### config.mk
export PLATFORM = sky130hd
export DESIGN_NAME = sram_access_master_flat
export DESIGN_NICKNAME = d
export VERILOG_FILES = /design/src/rtl/sram_access_master_if.sv /design/src/rtl/sram_access_master.sv /design/src/flat_wrapper.sv
export SDC_FILE = /design/constraint.sdc
export NUM_CORES = 1
export LEC_CHECK = 0
export CORE_UTILIZATION = 45
export DETAILED_ROUTE_END_ITERATION = 6
export HOLD_SLACK_MARGIN = 0.02
export PLACE_DENSITY = 0.85
export SYNTH_ARGS = -nofsm -noshare
export SYNTH_HDL_FRONTEND = slang
export SYNTH_SLANG_ARGS = --single-unit
### constraint.sdc
create_clock -name clk -period 4 [get_ports clk]
set_input_delay 1.2 -clock clk [delete_from_list [all_inputs] [get_ports clk]]
set_output_delay 1.2 -clock clk [all_outputs]
set_load 0.01 [all_outputs]
### src/rtl/sram_access_master_if.sv
// Core request/response and program SRAM bus bundle
// for the SRAM access master.
interface sram_access_master_if #(
  parameter int AW = 8,
  parameter int DW = 16
);
  logic          req_valid;
  logic          req_ready;
  logic          req_we;
  logic [AW-1:0] req_addr;
  logic [DW-1:0] req_wdata;
  logic          rsp_valid;
  logic [DW-1:0] rsp_rdata;
  logic          rsp_err;
  logic          cs_d;
  logic          wd;
  logic          rd;
  logic [AW-1:0] addr;
  logic [DW-1:0] din;
  logic [DW-1:0] dout;
  logic          is_coming;

  modport master (
    input  req_valid, req_we, req_addr, req_wdata,
    input  dout, is_coming,
    output req_ready, rsp_valid, rsp_rdata, rsp_err,
    output cs_d, wd, rd, addr, din
  );

  modport slave (
    output req_valid, req_we, req_addr, req_wdata,
    output dout, is_coming,
    input  req_ready, rsp_valid, rsp_rdata, rsp_err,
    input  cs_d, wd, rd, addr, din
  );
endinterface

### src/rtl/sram_access_master.sv
// CPU-side initiator for the 256x16 program SRAM:
// single read/write per request, read timeout.
module sram_access_master #(
  parameter int AW      = 8,
  parameter int DW      = 16,
  parameter int TIMEOUT = 4
) (
  input  logic                 clk,
  input  logic                 rst,
  sram_access_master_if.master bus
);

  typedef enum logic [1:0] {
    IDLE,
    WRITE,
    READ
  } state_t;

  localparam logic [3:0] LAST = 4'(TIMEOUT - 1);

  state_t        state;
  state_t        nxt_state;
  logic [3:0]    cnt;
  logic [3:0]    nxt_cnt;
  logic          nxt_cs;
  logic          nxt_wd;
  logic          nxt_rd;
  logic [AW-1:0] nxt_addr;
  logic [DW-1:0] nxt_din;
  logic          nxt_vld;
  logic [DW-1:0] nxt_rdata;
  logic          nxt_err;

  assign bus.req_ready = (state == IDLE) && !rst;

  always_ff @(posedge clk) begin
    if (rst) begin
      state         <= IDLE;
      cnt           <= '0;
      bus.cs_d      <= 1'b1;
      bus.wd        <= 1'b0;
      bus.rd        <= 1'b0;
      bus.addr      <= '0;
      bus.din       <= '0;
      bus.rsp_valid <= 1'b0;
      bus.rsp_rdata <= '0;
      bus.rsp_err   <= 1'b0;
    end else begin
      state         <= nxt_state;
      cnt           <= nxt_cnt;
      bus.cs_d      <= nxt_cs;
      bus.wd        <= nxt_wd;
      bus.rd        <= nxt_rd;
      bus.addr      <= nxt_addr;
      bus.din       <= nxt_din;
      bus.rsp_valid <= nxt_vld;
      bus.rsp_rdata <= nxt_rdata;
      bus.rsp_err   <= nxt_err;
    end
  end

  always_comb begin
    nxt_state = state;
    nxt_cnt   = cnt;
    nxt_cs    = bus.cs_d;
    nxt_wd    = bus.wd;
    nxt_rd    = bus.rd;
    nxt_addr  = bus.addr;
    nxt_din   = bus.din;
    nxt_vld   = 1'b0;
    nxt_rdata = bus.rsp_rdata;
    nxt_err   = bus.rsp_err;
    unique case (state)
      IDLE: begin
        nxt_cs = 1'b1;
        nxt_wd = 1'b0;
        nxt_rd = 1'b0;
        if (bus.req_valid && bus.req_ready) begin
          nxt_addr = bus.req_addr;
          nxt_cs   = 1'b0;
          if (bus.req_we) begin
            nxt_din   = bus.req_wdata;
            nxt_wd    = 1'b1;
            nxt_state = WRITE;
          end else begin
            nxt_rd    = 1'b1;
            nxt_cnt   = '0;
            nxt_state = READ;
          end
        end
      end
      WRITE: begin
        nxt_cs    = 1'b1;
        nxt_wd    = 1'b0;
        nxt_vld   = 1'b1;
        nxt_err   = 1'b0;
        nxt_state = IDLE;
      end
      READ: begin
        nxt_cnt = cnt + 4'd1;
        // cnt==0 means rd not yet sampled: is_coming is stale
        if (cnt != '0 && bus.is_coming) begin
          nxt_rdata = bus.dout;
          nxt_vld   = 1'b1;
          nxt_err   = 1'b0;
          nxt_cs    = 1'b1;
          nxt_rd    = 1'b0;
          nxt_state = IDLE;
        end else if (cnt == LAST) begin
          nxt_rdata = '0;
          nxt_vld   = 1'b1;
          nxt_err   = 1'b1;
          nxt_cs    = 1'b1;
          nxt_rd    = 1'b0;
          nxt_state = IDLE;
        end
      end
      default: nxt_state = IDLE;
    endcase
  end

endmodule

### src/flat_wrapper.sv
// flat-port wrapper written by rule: the top's interface ports become plain ports
module sram_access_master_flat 
#(
  parameter int AW      = 8,
  parameter int DW      = 16,
  parameter int TIMEOUT = 4
)
  (clk, rst, bus_req_valid, bus_req_we, bus_req_addr, bus_req_wdata, bus_dout, bus_is_coming, bus_req_ready, bus_rsp_valid, bus_rsp_rdata, bus_rsp_err, bus_cs_d, bus_wd, bus_rd, bus_addr, bus_din);
  sram_access_master_if #(.AW(AW), .DW(DW)) bus_i ();
  input  logic clk;
  input  logic rst;
  input wire logic [$bits(bus_i.req_valid)-1:0] bus_req_valid;
  input wire logic [$bits(bus_i.req_we)-1:0] bus_req_we;
  input wire logic [$bits(bus_i.req_addr)-1:0] bus_req_addr;
  input wire logic [$bits(bus_i.req_wdata)-1:0] bus_req_wdata;
  input wire logic [$bits(bus_i.dout)-1:0] bus_dout;
  input wire logic [$bits(bus_i.is_coming)-1:0] bus_is_coming;
  output wire logic [$bits(bus_i.req_ready)-1:0] bus_req_ready;
  output wire logic [$bits(bus_i.rsp_valid)-1:0] bus_rsp_valid;
  output wire logic [$bits(bus_i.rsp_rdata)-1:0] bus_rsp_rdata;
  output wire logic [$bits(bus_i.rsp_err)-1:0] bus_rsp_err;
  output wire logic [$bits(bus_i.cs_d)-1:0] bus_cs_d;
  output wire logic [$bits(bus_i.wd)-1:0] bus_wd;
  output wire logic [$bits(bus_i.rd)-1:0] bus_rd;
  output wire logic [$bits(bus_i.addr)-1:0] bus_addr;
  output wire logic [$bits(bus_i.din)-1:0] bus_din;
  assign bus_i.req_valid = bus_req_valid;
  assign bus_i.req_we = bus_req_we;
  assign bus_i.req_addr = bus_req_addr;
  assign bus_i.req_wdata = bus_req_wdata;
  assign bus_i.dout = bus_dout;
  assign bus_i.is_coming = bus_is_coming;
  assign bus_req_ready = bus_i.req_ready;
  assign bus_rsp_valid = bus_i.rsp_valid;
  assign bus_rsp_rdata = bus_i.rsp_rdata;
  assign bus_rsp_err = bus_i.rsp_err;
  assign bus_cs_d = bus_i.cs_d;
  assign bus_wd = bus_i.wd;
  assign bus_rd = bus_i.rd;
  assign bus_addr = bus_i.addr;
  assign bus_din = bus_i.din;
  sram_access_master #(.AW(AW), .DW(DW), .TIMEOUT(TIMEOUT)) u_core (.clk(clk), .rst(rst), .bus(bus_i));
endmodule
## Yosys cells after proc, flatten, opt, wreduce, memory -nomap -nowiden

Index checks and enable logic that the tools add are counted.

| storage, ports and cells | value |
|---|---|
| register bits | 51 |
| bits of input ports | 45 |
| output and inout port bits | 46 |
| logic and storage cells | 63 |

| cells by class | value |
|---|---|
| add/sub/neg operators | 1 |
| equality and inequality tests | 6 |
| mux-type cells | 27 |
| reduce and logical (&&, ||, !) cells | 19 |

Operator list:

| operator | count |
|---|---|
| $mux 16 | 2 |
| $mux 1 | 12 |
| $reduce_and 2->1 | 6 |
| $mux 2 | 4 |
| $mux 4 | 2 |
| $pmux 1 s2 | 4 |
| $pmux 4 s2 | 1 |
| $reduce_bool 2->1 | 4 |
| $reduce_and 3->1 | 2 |
| $add 4x1->4 const B | 1 |
| $eq 4x2->1 const B | 1 |
| $ne 2x2->1 const B | 2 |
| $pmux 2 s2 | 1 |
| $reduce_bool 4->1 | 1 |
| $logic_and 1x1->1 | 3 |
| $ne 3x1->1 const B | 1 |
| $pmux 1 s3 | 1 |
| $reduce_bool 3->1 | 1 |
| $eq 2x1->1 const B | 1 |
| $eq 2x2->1 const B | 1 |
| $logic_not 2->1 | 1 |
| $logic_not 1->1 | 1 |

## Longest topological paths before layout

| logic depth | value |
|---|---|
| depth in word-level cells | 5 |
| depth in mapped cells | 9 |
| depth with buffers taken out | 6 |

## Least setup slack after synthesis

OpenSTA, ideal clock, no wires.

| path | value |
|---|---|
| path kind | input port to output port |
| start | input port rst |
| end | output port bus_req_ready |
| arrival | 1.593 ns |
| required time | 2.800 ns |
| setup slack | 1.207 ns |
| stages on the path | 2 |
| buffers on the path | 1 |
| cell sequence | buf_2 and2b_1 |

| on the way | value |
|---|---|
| word-level cells in the longest chain between the ends | 2 |

RTL lines:

| element | RTL line | source |
|---|---|---|
| from (decl) | flat_wrapper.sv:11 | `input logic rst;` |
| $logic_not 1->1 | sram_access_master.sv:34 | `assign bus.req_ready = (state == IDLE) && !rst;` |
| $logic_and 1x1->1 | sram_access_master.sv:34 |  |
| to (decl) | flat_wrapper.sv:18 | `output wire logic [$bits(bus_i.req_ready)-1:0] bus_req_ready;` |

Every way passes these cells.

## Final worst setup path

Same ends and word-level chain as after synthesis.

==> metrics.md <==
| Metric | Value |
|---|---|
| Status | `complete, no violations` |
| Die width | `70.23 um` |
| Crit-path max FO | `4` |
| Global route overflow | `0` |
| Worst Tran Pin Value | `0.8299 ns` |
| Root Buffer | `clkbuf_8` |
| CTS sink cnt | `51` |
| Initial antenna violation count | `0` |
| Post-CTS setup buffers | `0` |
| Final hold vios | `0` |
| Type of the worst setup path | `in2out` |
| Worst setup EP type | `primary output` |
| Post-Syn Area | `2095 sq um` |
| Register area share after synthesis | `48.75%` |
| HPWL after detailed placement | `3561 um` |
| TNS Setup | `0 ns` |
| Routed Antenna Nets | `0` |
| Drt first pass iters | `4` |
| Via-to-Cell Ratio | `5.308` |
| Slew margin rel. | `44.67%` |
| Synth Instances | `255` |
| Final worst slack | `0.7252 ns` |
| Synthesized area per cell | `8.214 sq um` |
| DR iter-0 viols | `137` |
| Height of the die | `70.23 um` |
| Placer congestion estimate | `0.7360` |
| Total track usage | `21.56%` |
| CTS resizes | `0` |
| Die Area | `4932 sq um` |
| Fmax | `0.3054 GHz` |
| I/O Buffers | `90` |
| Worst Path Required | `2.80 ns` |
| NumNets Final | `384` |
| Post-synthesis cell type count | `36` |
| CP Cell Sequence | `buf_2 > and2b_1 > clkdlybuf4s50_1` |
| Worst-Skew Late Latency | `0.30 ns` |
| Initial cell density of the core | `47.45%` |
| Pre-CTS setup slack | `0.7272 ns` |
| Largest net degree at the start of global routing | `53` |
| Register Area | `1021 sq um` |
| Max cap viols | `0` |
| N_diodes | `0` |
| Layout cells sized above 1 | `3.892%` |
| Area delta synth->final | `47.31%` |
| H-tree levels | `2` |
| CP startpoint kind | `primary input` |
| Post-route minimum period | `3.275 ns` |
| First-pass GRT wire length | `8673 um` |
| # setup viols final | `0` |
| Vias in the first global route | `1968` |
| Fin crit share | `81.87%` |
| DRC viols | `0` |
| YS warnings | `0` |
| Hold Path Class | `reg2reg` |
| Maximum root-to-sink buffer count | `2` |
| I/O pins | `91` |
| CP arrival | `2.07 ns` |
| Row count | `24` |
| # hold bufs at CTS | `0` |
| #FFs+latches synth | `51` |
| Clock Skew | `0.007006 ns` |
| Inserted Clock Buffers | `5` |
| Post-Syn Nets | `306` |
| RSZ-0062 raised after global routing | `false` |
| Leakage | `1.072 nW` |
| Total wire length | `5149 um` |
| Max incr delay on CP | `0.55 ns` |
| Routed via count | `2049` |
| CTS tree | `built` |
| CP max stage cell | `clkdlybuf4s50_1` |
| PD cells | `343.7 nW/um^2` |
| Core area | `4414 sq um` |
| Max-slew violations | `0` |
| Number of fill cells | `383` |
| Multi-input logic area | `959.7 sq um` |
| Wire length per cell | `13.34 um` |
| VDD IR max | `0.0002673 V` |
| Worst-path clk slew | `0.08 ns` |
[cell type report]
| cell class | count | area share, % |
|---|---|---|
| multi-input cells | 179 | 31.10 |
| clock inverters | 2 | 1.135 |
| repair buffers | 91 | 29.28 |
| inverters | 5 | 0.6083 |
| flip-flops and latches | 51 | 33.09 |
| well taps | 52 | 2.109 |
| clock buffers | 6 | 2.676 |
[per-layer routing]
metal,vias to the layer above,track usage (%),part of all wire [%]
met5,-,0,0
met4,0,8.000,1.1
met3,7,6.061,7.5
met2,81,37.57,48
met1,922,24.89,43
li1,1039,-,-
[state kept, by name, indices dropped and copies added, names as in the netlist]
| signal | flops |
|---|---|
| u_core.bus.din | 16 |
| u_core.bus.rsp_valid | 1 |
| u_core.bus.rsp_rdata | 16 |
| u_core.bus.cs_d | 1 |
| u_core.bus.addr | 8 |
| u_core.bus.rsp_err | 1 |
| u_core.bus.rd | 1 |
| u_core.state | 2 |
| u_core.cnt | 4 |
| u_core.bus.wd | 1 |
[per-stage QoR]
stage / instances / util, % / instance area, sq um / hold WS, ns / power (W)
3_3_place_gp: 378 / 67.23 / 2968 / 0.4408 / 0.0007068
3_5_place_dp: 378 / 67.23 / 2968 / 0.4457 / 0.0007089
2_1_floorplan: 255 / - / 2095 / 0.4621 / 0.0006212
5_1_grt: 386 / 69.90 / 3085 / 0.4733 / 0.001104
4_1_cts: 386 / 69.90 / 3085 / 0.4578 / 0.001070
6_report: 386 / 69.90 / 3085 / 0.4552 / 0.001060
[critical path, delay by kind of cell]
kind	cells	cell delay, ns
AND/OR/NAND/NOR	1	0.22
buffers and inverters	2	0.65
[power by group]
part	leakage, nW	internal, W	total, W	switching (W)
clock network	0.0612	0.000202	0.000364	0.000161
registers	0.414	0.000524	0.000533	0.00000888
logic	0.597	0.0000840	0.000164	0.0000800
total	1.07	0.000810	0.00106	0.000250
[cell usage after synthesis, drive strengths merged]
| cell | n | area share [%] |
|---|---|---|
| dfxtp | 51 | 49 |
| nor2 | 3 | 0.54 |
| a21oi | 49 | 12 |
| and2 | 1 | 0.30 |
| inv | 5 | 0.90 |
| nand4 | 16 | 4.8 |
| o211ai | 1 | 0.36 |
| nor2b | 3 | 0.90 |
| a211oi | 2 | 0.96 |
| and3 | 1 | 0.30 |
| o21ai | 19 | 4.5 |
| and2b | 1 | 0.36 |
| nor3b | 1 | 0.60 |
| nand2 | 56 | 10 |
| a2111oi | 1 | 0.42 |
| clkbuf | 12 | 2.2 |
| nor4 | 1 | 0.30 |
| or3b | 1 | 0.42 |
| o31a | 1 | 0.42 |
| a21o | 1 | 0.36 |
| o21bai | 1 | 0.36 |
| and3b | 1 | 0.42 |
| nand3 | 4 | 0.96 |
| or3 | 2 | 0.60 |
| ha | 6 | 3.6 |
| buf | 8 | 2.4 |
| a32oi | 1 | 0.42 |
| a31oi | 1 | 0.30 |
| o22ai | 1 | 0.30 |
| nand2b | 2 | 0.60 |
| nor3 | 2 | 0.48 |
[placed cells by master, fill, tap and decap left out, drive strengths merged]
master         instances
o22ai                  1
nor4                   1
nand2                 56
bufinv                 1
o31a                   1
and3                   1
o21bai                 1
or3b                   1
clkdlybuf4s50         89
a31oi                  1
dfxtp                 51
clkinv                 1
buf                    2
nand3                  4
nor2b                  3
nor3                   2
and2b                  1
clkbuf                 6
inv                    5
a21o                   1
a21oi                 49
o21ai                 19
a2111oi                1
a211oi                 2
nand4                 16
ha                     6
or3                    2
o211ai                 1
a32oi                  1
and3b                  1
nor2                   3
and2                   1
nor3b                  1
nand2b                 2
[worst paths after layout]
check | start | endpoint | slack (ns) | cells past startpoint
worst min-delay path | u_core.bus.din[4] | u_core.bus.din[4] | 0.46 | 2
worst max register to register | u_core.state[0] | u_core.state[1] | 1.48 | 6
worst min register to register | u_core.bus.din[4] | u_core.bus.din[4] | 0.46 | 2
worst max-delay path | rst | bus_req_ready | 0.73 | 3
[cells by family (layout without fill, tap and decap cells)]
kind of cell | count (synthesis) | in the layout | share of synthesized area, %
and+or+nand+nor | 95 | 95 | 21.57
buffers and inverters | 25 | 104 | 5.436
adders and majority gates | 6 | 6 | 3.584
DFF | 51 | 51 | 48.75
AOI/OAI and AO/OA | 78 | 78 | 20.67
Power figures use the tool's default switching activity.
